File: src/rtl/gearbox_32_24.sv
// Unpacks an LSB-first stream of 32-bit words into 24-bit {B,G,R} pixels.
// Input is throttled through data_in_ready because output bandwidth (24 b/clk) is below input (32 b/clk).
module gearbox_32_24 #(
  parameter logic [7:0] PAD_BYTE = 8'h00
) (
  input  logic        clk,
  input  logic        reset,
  input  logic [31:0] data_in,
  input  logic        data_in_last,
  input  logic [1:0]  data_in_bytes,
  input  logic        data_en,
  output logic        data_in_ready,
  output logic [23:0] data_out,
  output logic        data_out_last,
  output logic        data_out_en,
  output logic        residue_err
);

  logic [55:0] buf_q, buf_d;
  logic [5:0]  cnt_q, cnt_d;
  logic        pend_last_q, pend_last_d;
  logic [23:0] data_out_q, data_out_d;
  logic        data_out_last_q, data_out_last_d;
  logic        data_out_en_q, data_out_en_d;
  logic        residue_err_q, residue_err_d;

  logic        accept;
  logic [2:0]  nb_bytes;
  logic [31:0] in_mask;
  logic [55:0] combined;
  logic [5:0]  total;
  logic        pend_any;

  assign data_in_ready = (cnt_q <= 6'd24) && !pend_last_q;
  assign accept        = data_en && data_in_ready;
  assign pend_any      = pend_last_q || (accept && data_in_last);

  always_comb begin
    nb_bytes = 3'd0;
    in_mask  = 32'h0;
    if (accept) begin
      if (data_in_last && (data_in_bytes != 2'd0)) begin
        nb_bytes = {1'b0, data_in_bytes};
      end else begin
        nb_bytes = 3'd4;
      end
      case (nb_bytes)
        3'd1:    in_mask = 32'h0000_00FF;
        3'd2:    in_mask = 32'h0000_FFFF;
        3'd3:    in_mask = 32'h00FF_FFFF;
        default: in_mask = 32'hFFFF_FFFF;
      endcase
    end
  end

  // Buffer bits above cnt are always zero, so new bytes can simply be OR-ed in at cnt.
  assign combined = buf_q | ({24'h0, data_in & in_mask} << cnt_q);
  assign total    = cnt_q + {nb_bytes, 3'b000};

  always_comb begin
    buf_d           = combined;
    cnt_d           = total;
    pend_last_d     = pend_any;
    data_out_d      = data_out_q;
    data_out_en_d   = 1'b0;
    data_out_last_d = 1'b0;
    residue_err_d   = 1'b0;
    if (total >= 6'd24) begin
      data_out_d    = combined[23:0];
      buf_d         = combined >> 24;
      cnt_d         = total - 6'd24;
      data_out_en_d = 1'b1;
      if ((total == 6'd24) && pend_any) begin
        data_out_last_d = 1'b1;
        pend_last_d     = 1'b0;
      end
    end else if (pend_last_q) begin
      // Packet ended mid-pixel: flush what is left, padded, and flag it.
      buf_d       = 56'h0;
      cnt_d       = 6'd0;
      pend_last_d = 1'b0;
      if (total != 6'd0) begin
        data_out_en_d   = 1'b1;
        data_out_last_d = 1'b1;
        residue_err_d   = 1'b1;
        case (cnt_q[4:3])
          2'd1:    data_out_d = {PAD_BYTE, PAD_BYTE, buf_q[7:0]};
          2'd2:    data_out_d = {PAD_BYTE, buf_q[15:0]};
          default: data_out_d = buf_q[23:0];
        endcase
      end
    end
  end

  always_ff @(posedge clk or posedge reset) begin
    if (reset) begin
      buf_q           <= 56'h0;
      cnt_q           <= 6'd0;
      pend_last_q     <= 1'b0;
      data_out_q      <= 24'h0;
      data_out_last_q <= 1'b0;
      data_out_en_q   <= 1'b0;
      residue_err_q   <= 1'b0;
    end else begin
      buf_q           <= buf_d;
      cnt_q           <= cnt_d;
      pend_last_q     <= pend_last_d;
      data_out_q      <= data_out_d;
      data_out_last_q <= data_out_last_d;
      data_out_en_q   <= data_out_en_d;
      residue_err_q   <= residue_err_d;
    end
  end

  assign data_out      = data_out_q;
  assign data_out_last = data_out_last_q;
  assign data_out_en   = data_out_en_q;
  assign residue_err   = residue_err_q;

endmodule

File: config.mk
export PLATFORM = sky130hd
export DESIGN_NAME = gearbox_32_24
export DESIGN_NICKNAME = d
export VERILOG_FILES = /design/src/rtl/gearbox_32_24.sv
export SDC_FILE = /design/constraint.sdc
export NUM_CORES = 1
export LEC_CHECK = 0
export ABC_AREA = 1
export CORE_ASPECT_RATIO = 1.25
export CORE_MARGIN = 8
export CORE_UTILIZATION = 56
export CTS_CLUSTER_SIZE = 16
export DETAILED_ROUTE_END_ITERATION = 7
export PLACE_DENSITY = 0.86
export SYNTH_ARGS = -nofsm -noshare
export SYNTH_HDL_FRONTEND = slang
export SYNTH_SLANG_ARGS = --single-unit
File: constraint.sdc
create_clock -name clk -period 4.05 [get_ports clk]
set_input_delay 1.0125 -clock clk [delete_from_list [all_inputs] [get_ports clk]]
set_output_delay 1.0125 -clock clk [all_outputs]
set_load 0.03 [all_outputs]
==> results of run 1 <==
[state kept, by name, summed over array words and instances (netlist names)]
name           cells
residue_err        1
data_out          24
buf_q             56
cnt_q              3
pend_last_q        1
data_out_last      1
data_out_en        1
[cells in the mapped netlist (all sizes together)]
master,instances,area share (%)
nand4,17,2.4
clkinv,3,0.22
o21ai,11,1.1
a21oi,17,2.6
nor2,41,3.7
a21o,8,1.2
o22ai,1,0.12
inv,74,5.5
nand3,123,12
ha,5,1.2
clkbuf,15,1.1
dfrtp,87,43
nand2,281,22
fa,1,0.40
o21bai,3,0.45
buf,20,2.6
[critical path: stages]
cell and delay (ns):
clkdlybuf4s50_1 0.45, inv_1 0.06, nor2_4 0.10, buf_4 0.32
nand3_1 0.15, fa_1 0.47, inv_1 0.11, ha_1 0.18
ha_1 0.18, clkinv_1 0.14, nand4_4 0.14, buf_4 0.37
nand2_1 0.11, nand2_1 0.08, nand2_1 0.05, nand2_1 0.06
[final cells by class]
type | count | area, um^2
inverters | 77 | 290
flip-flops and latches | 87 | 2180
fillers | 739 | 2680
repair buffers | 82 | 803
well taps | 120 | 150
clock inverters | 6 | 92.6
multi-input cells | 508 | 2370
clock buffers | 10 | 138
[stage by stage]
step / worst slack [ns] / instance area, um^2
after floorplan: 0.0288 / 5030
after global placement: 0.150 / 5790
after detailed placement: 0.0187 / 5790
after CTS: 0.388 / 6020
after global routing: 0.128 / 6020
final: 0.353 / 6020
[routing by layer]
| metal | GRT usage (%) | wire, um | vias to the layer above |
|---|---|---|---|
| met5 | 0 | 0 | - |
| met3 | 4.97 | 1350 | 54 |
| met1 | 30.9 | 5780 | 2370 |
| met4 | 18.4 | 798 | 0 |
| met2 | 42.8 | 7440 | 298 |
| li1 | - | - | 2347 |
[worst max path at each step]
| stage | to | slack [ns] | depth (start not counted) |
|---|---|---|---|
| 2_1_floorplan | buf_q[23] | 0.03 | 18 |
| 3_3_place_gp | data_out[9] | 0.15 | 16 |
| 3_5_place_dp | data_out[8] | 0.02 | 16 |
| 4_1_cts | data_out[8] | 0.39 | 16 |
| 5_1_grt | data_out[8] | 0.13 | 16 |
| 6_report | data_out[10] | 0.35 | 16 |
[cell families (layout without fill, tap and decap cells)]
| logic type | Yosys count | after routing |
|---|---|---|
| DFF | 87 | 87 |
| AOI/OAI and AO/OA | 40 | 40 |
| adders and majority gates | 6 | 6 |
| and+or+nand+nor | 462 | 462 |
| buffers and inverters | 112 | 175 |
[power breakdown]
part,internal (uW),switching (uW)
clock,367,342
combinational,1080,2440
sequential,1200,137
==> impl_metrics.csv, run 1 <==
group,metric,value,unit
synthesis,synth_top_family_by_area,"simple AND/OR/NAND/NOR gates",
timing,finalClockSkew,0.00917,ns
setup_path,worstRegToRegCells,16,
timing,hold_ws,0.520,ns
floorplanning,io_pins,66,
final_layout,most-common-layout-cells,"274 x nand2_1, 121 x nand3_1, 87 x dfrtp_1",
synthesis,syn-num-nets,751,
final_layout,area_growth,19.8,%
synthesis,ys_seq_area_share,43.3,%
synthesis,synth_xor_area_share,0,%
hold_path,hold_start,"data_out[22]",
synthesis,synth_compound_gate_area_share,5.45,%
clock_tree,cts_buffers,9,
timing,hold_violations,0,
setup_path,cp-start-kind,"input port",
clock_tree,cts_tree,"yes",
final_layout,final_common_cell,"nand2_1",
clock_tree,htree_levels,3,
clock_tree,cts_setup_buffers,0,
setup_path,startpoint,"data_en",
power,p_per_area,924,nW/um^2
routing,vias,5069,
timing,rsz0062_at_grt,"no",
timing,period_minus_slack,3.70,ns
routing,drt_iter0_drc,584,
floorplanning,die_area,12300,um^2
hold_path,min_to,"data_out[22]",
global_routing,grt_pass1_wl,25500,um
synthesis,synth_area,5030,um^2
synthesis,muxShareOfSynthArea,0,%
clock_tree,cts_root_buffer,"clkbuf_8",
setup_path,reg2reg_from,"pend_last_q",
synthesis,syn_avg_cell_area,7.11,um^2
final_layout,final_util,69.2,%
synthesis,synthCells,707,
global_routing,grt_max_degree,45,
final_layout,fin_nets,809,
synthesis,synth_cell_types,28,
timing,max_slew.worst_pin.slew,1.34,ns
power,peakVddDrop,0.416,mV
synthesis,synth_fa_ha_area_share,1.64,%
final_layout,final_cells,890,
routing,dr.pass1.iters,6,
setup_path,endpoint_kind,"register",
setup_path,regToRegEndpoint,"data_out[10]",
global_routing,grtUsageTotal,26.4,%
clock_tree,clkSinkCount,87,
routing,wl,15400,um
placed_design,numPortBuffers,65,
synthesis,synthSimpleGateAreaFrac,40.1,%
power,p_leak,0.00315,uW
timing,fmax,271,MHz
synthesis,yosys_warnings,0,
setup_path,rrSetupSlack,0.83,ns
timing,fin_crit_sh,91.3,%
clock_tree,ctsResizeCount,0,
setup_path,cp.arrival,4.02,ns
hold_path,hold_depth,2,
placed_design,place_hpwl,10900,um
power,total_power,5570,uW
clock_tree,clk_pin_slew,0.09,ns
timing,finalSetupTns,0,ns
setup_path,cp_max_fo,36,
clock_tree,worstSkewPairLatency,0.38,ns
global_routing,grt_overflow_total,0,
routing,viasPerCell,5.70,
routing,drc,0,
clock_tree,cts.path.max_buffers,2,
floorplanning,die_w,101,um
placed_design,gp_congestion,0.961,
setup_path,worstSetupPathType,"input port to register",
routing,wl_per_cell,17.3,um
global_routing,grt_pass1_vias,5203,
hold_path,hold_class,"register to register",
placed_design,dp.cells,874,
status,outcome,"complete, no violations",
synthesis,ys_seq_elements,87,
floorplanning,row_count,38,
floorplanning,core,8700,um^2
setup_path,worstPathRequired,4.37,ns
run,cap_viol_max_count,0,
global_routing,antenna_found_initial,0,
final_layout,final_layout_size_suffix_gt1_share,7.92,%
timing,slew_violations,0,
final_layout,antenna_cells,0,
timing,setup_viol,0,
floorplanning,die_h,122,um
floorplanning,initial_core_util,57.8,%
routing,antenna_left,0,
clock_tree,postCtsHoldBufs,0,
timing,slew_headroom,10.6,%
(Power assumes the default switching activity.)
==> run 2, diff against run 1 <==
--- a/config.mk
+++ b/config.mk
@@ -12,6 +12,7 @@
 export CTS_CLUSTER_SIZE = 16
 export DETAILED_ROUTE_END_ITERATION = 7
 export PLACE_DENSITY = 0.86
+export SLEW_MARGIN = 0
 export SYNTH_ARGS = -nofsm -noshare
 export SYNTH_HDL_FRONTEND = slang
 export SYNTH_SLANG_ARGS = --single-unit
==> constraint.sdc (replaced) <==
create_clock -name clk -period 4.05 [get_ports clk]
set_input_delay 1.0125 -clock clk [delete_from_list [all_inputs] [get_ports clk]]
set_output_delay 1.0125 -clock clk [all_outputs]
set_load 0.01 [all_outputs]
==> results of run 2 <==
The final DEF is identical to that of run 1. Status: complete, no violations.
Main changes from that run: total power 5570 uW -> 5400 uW; worst IR drop on VDD 0.416 mV -> 0.393 mV
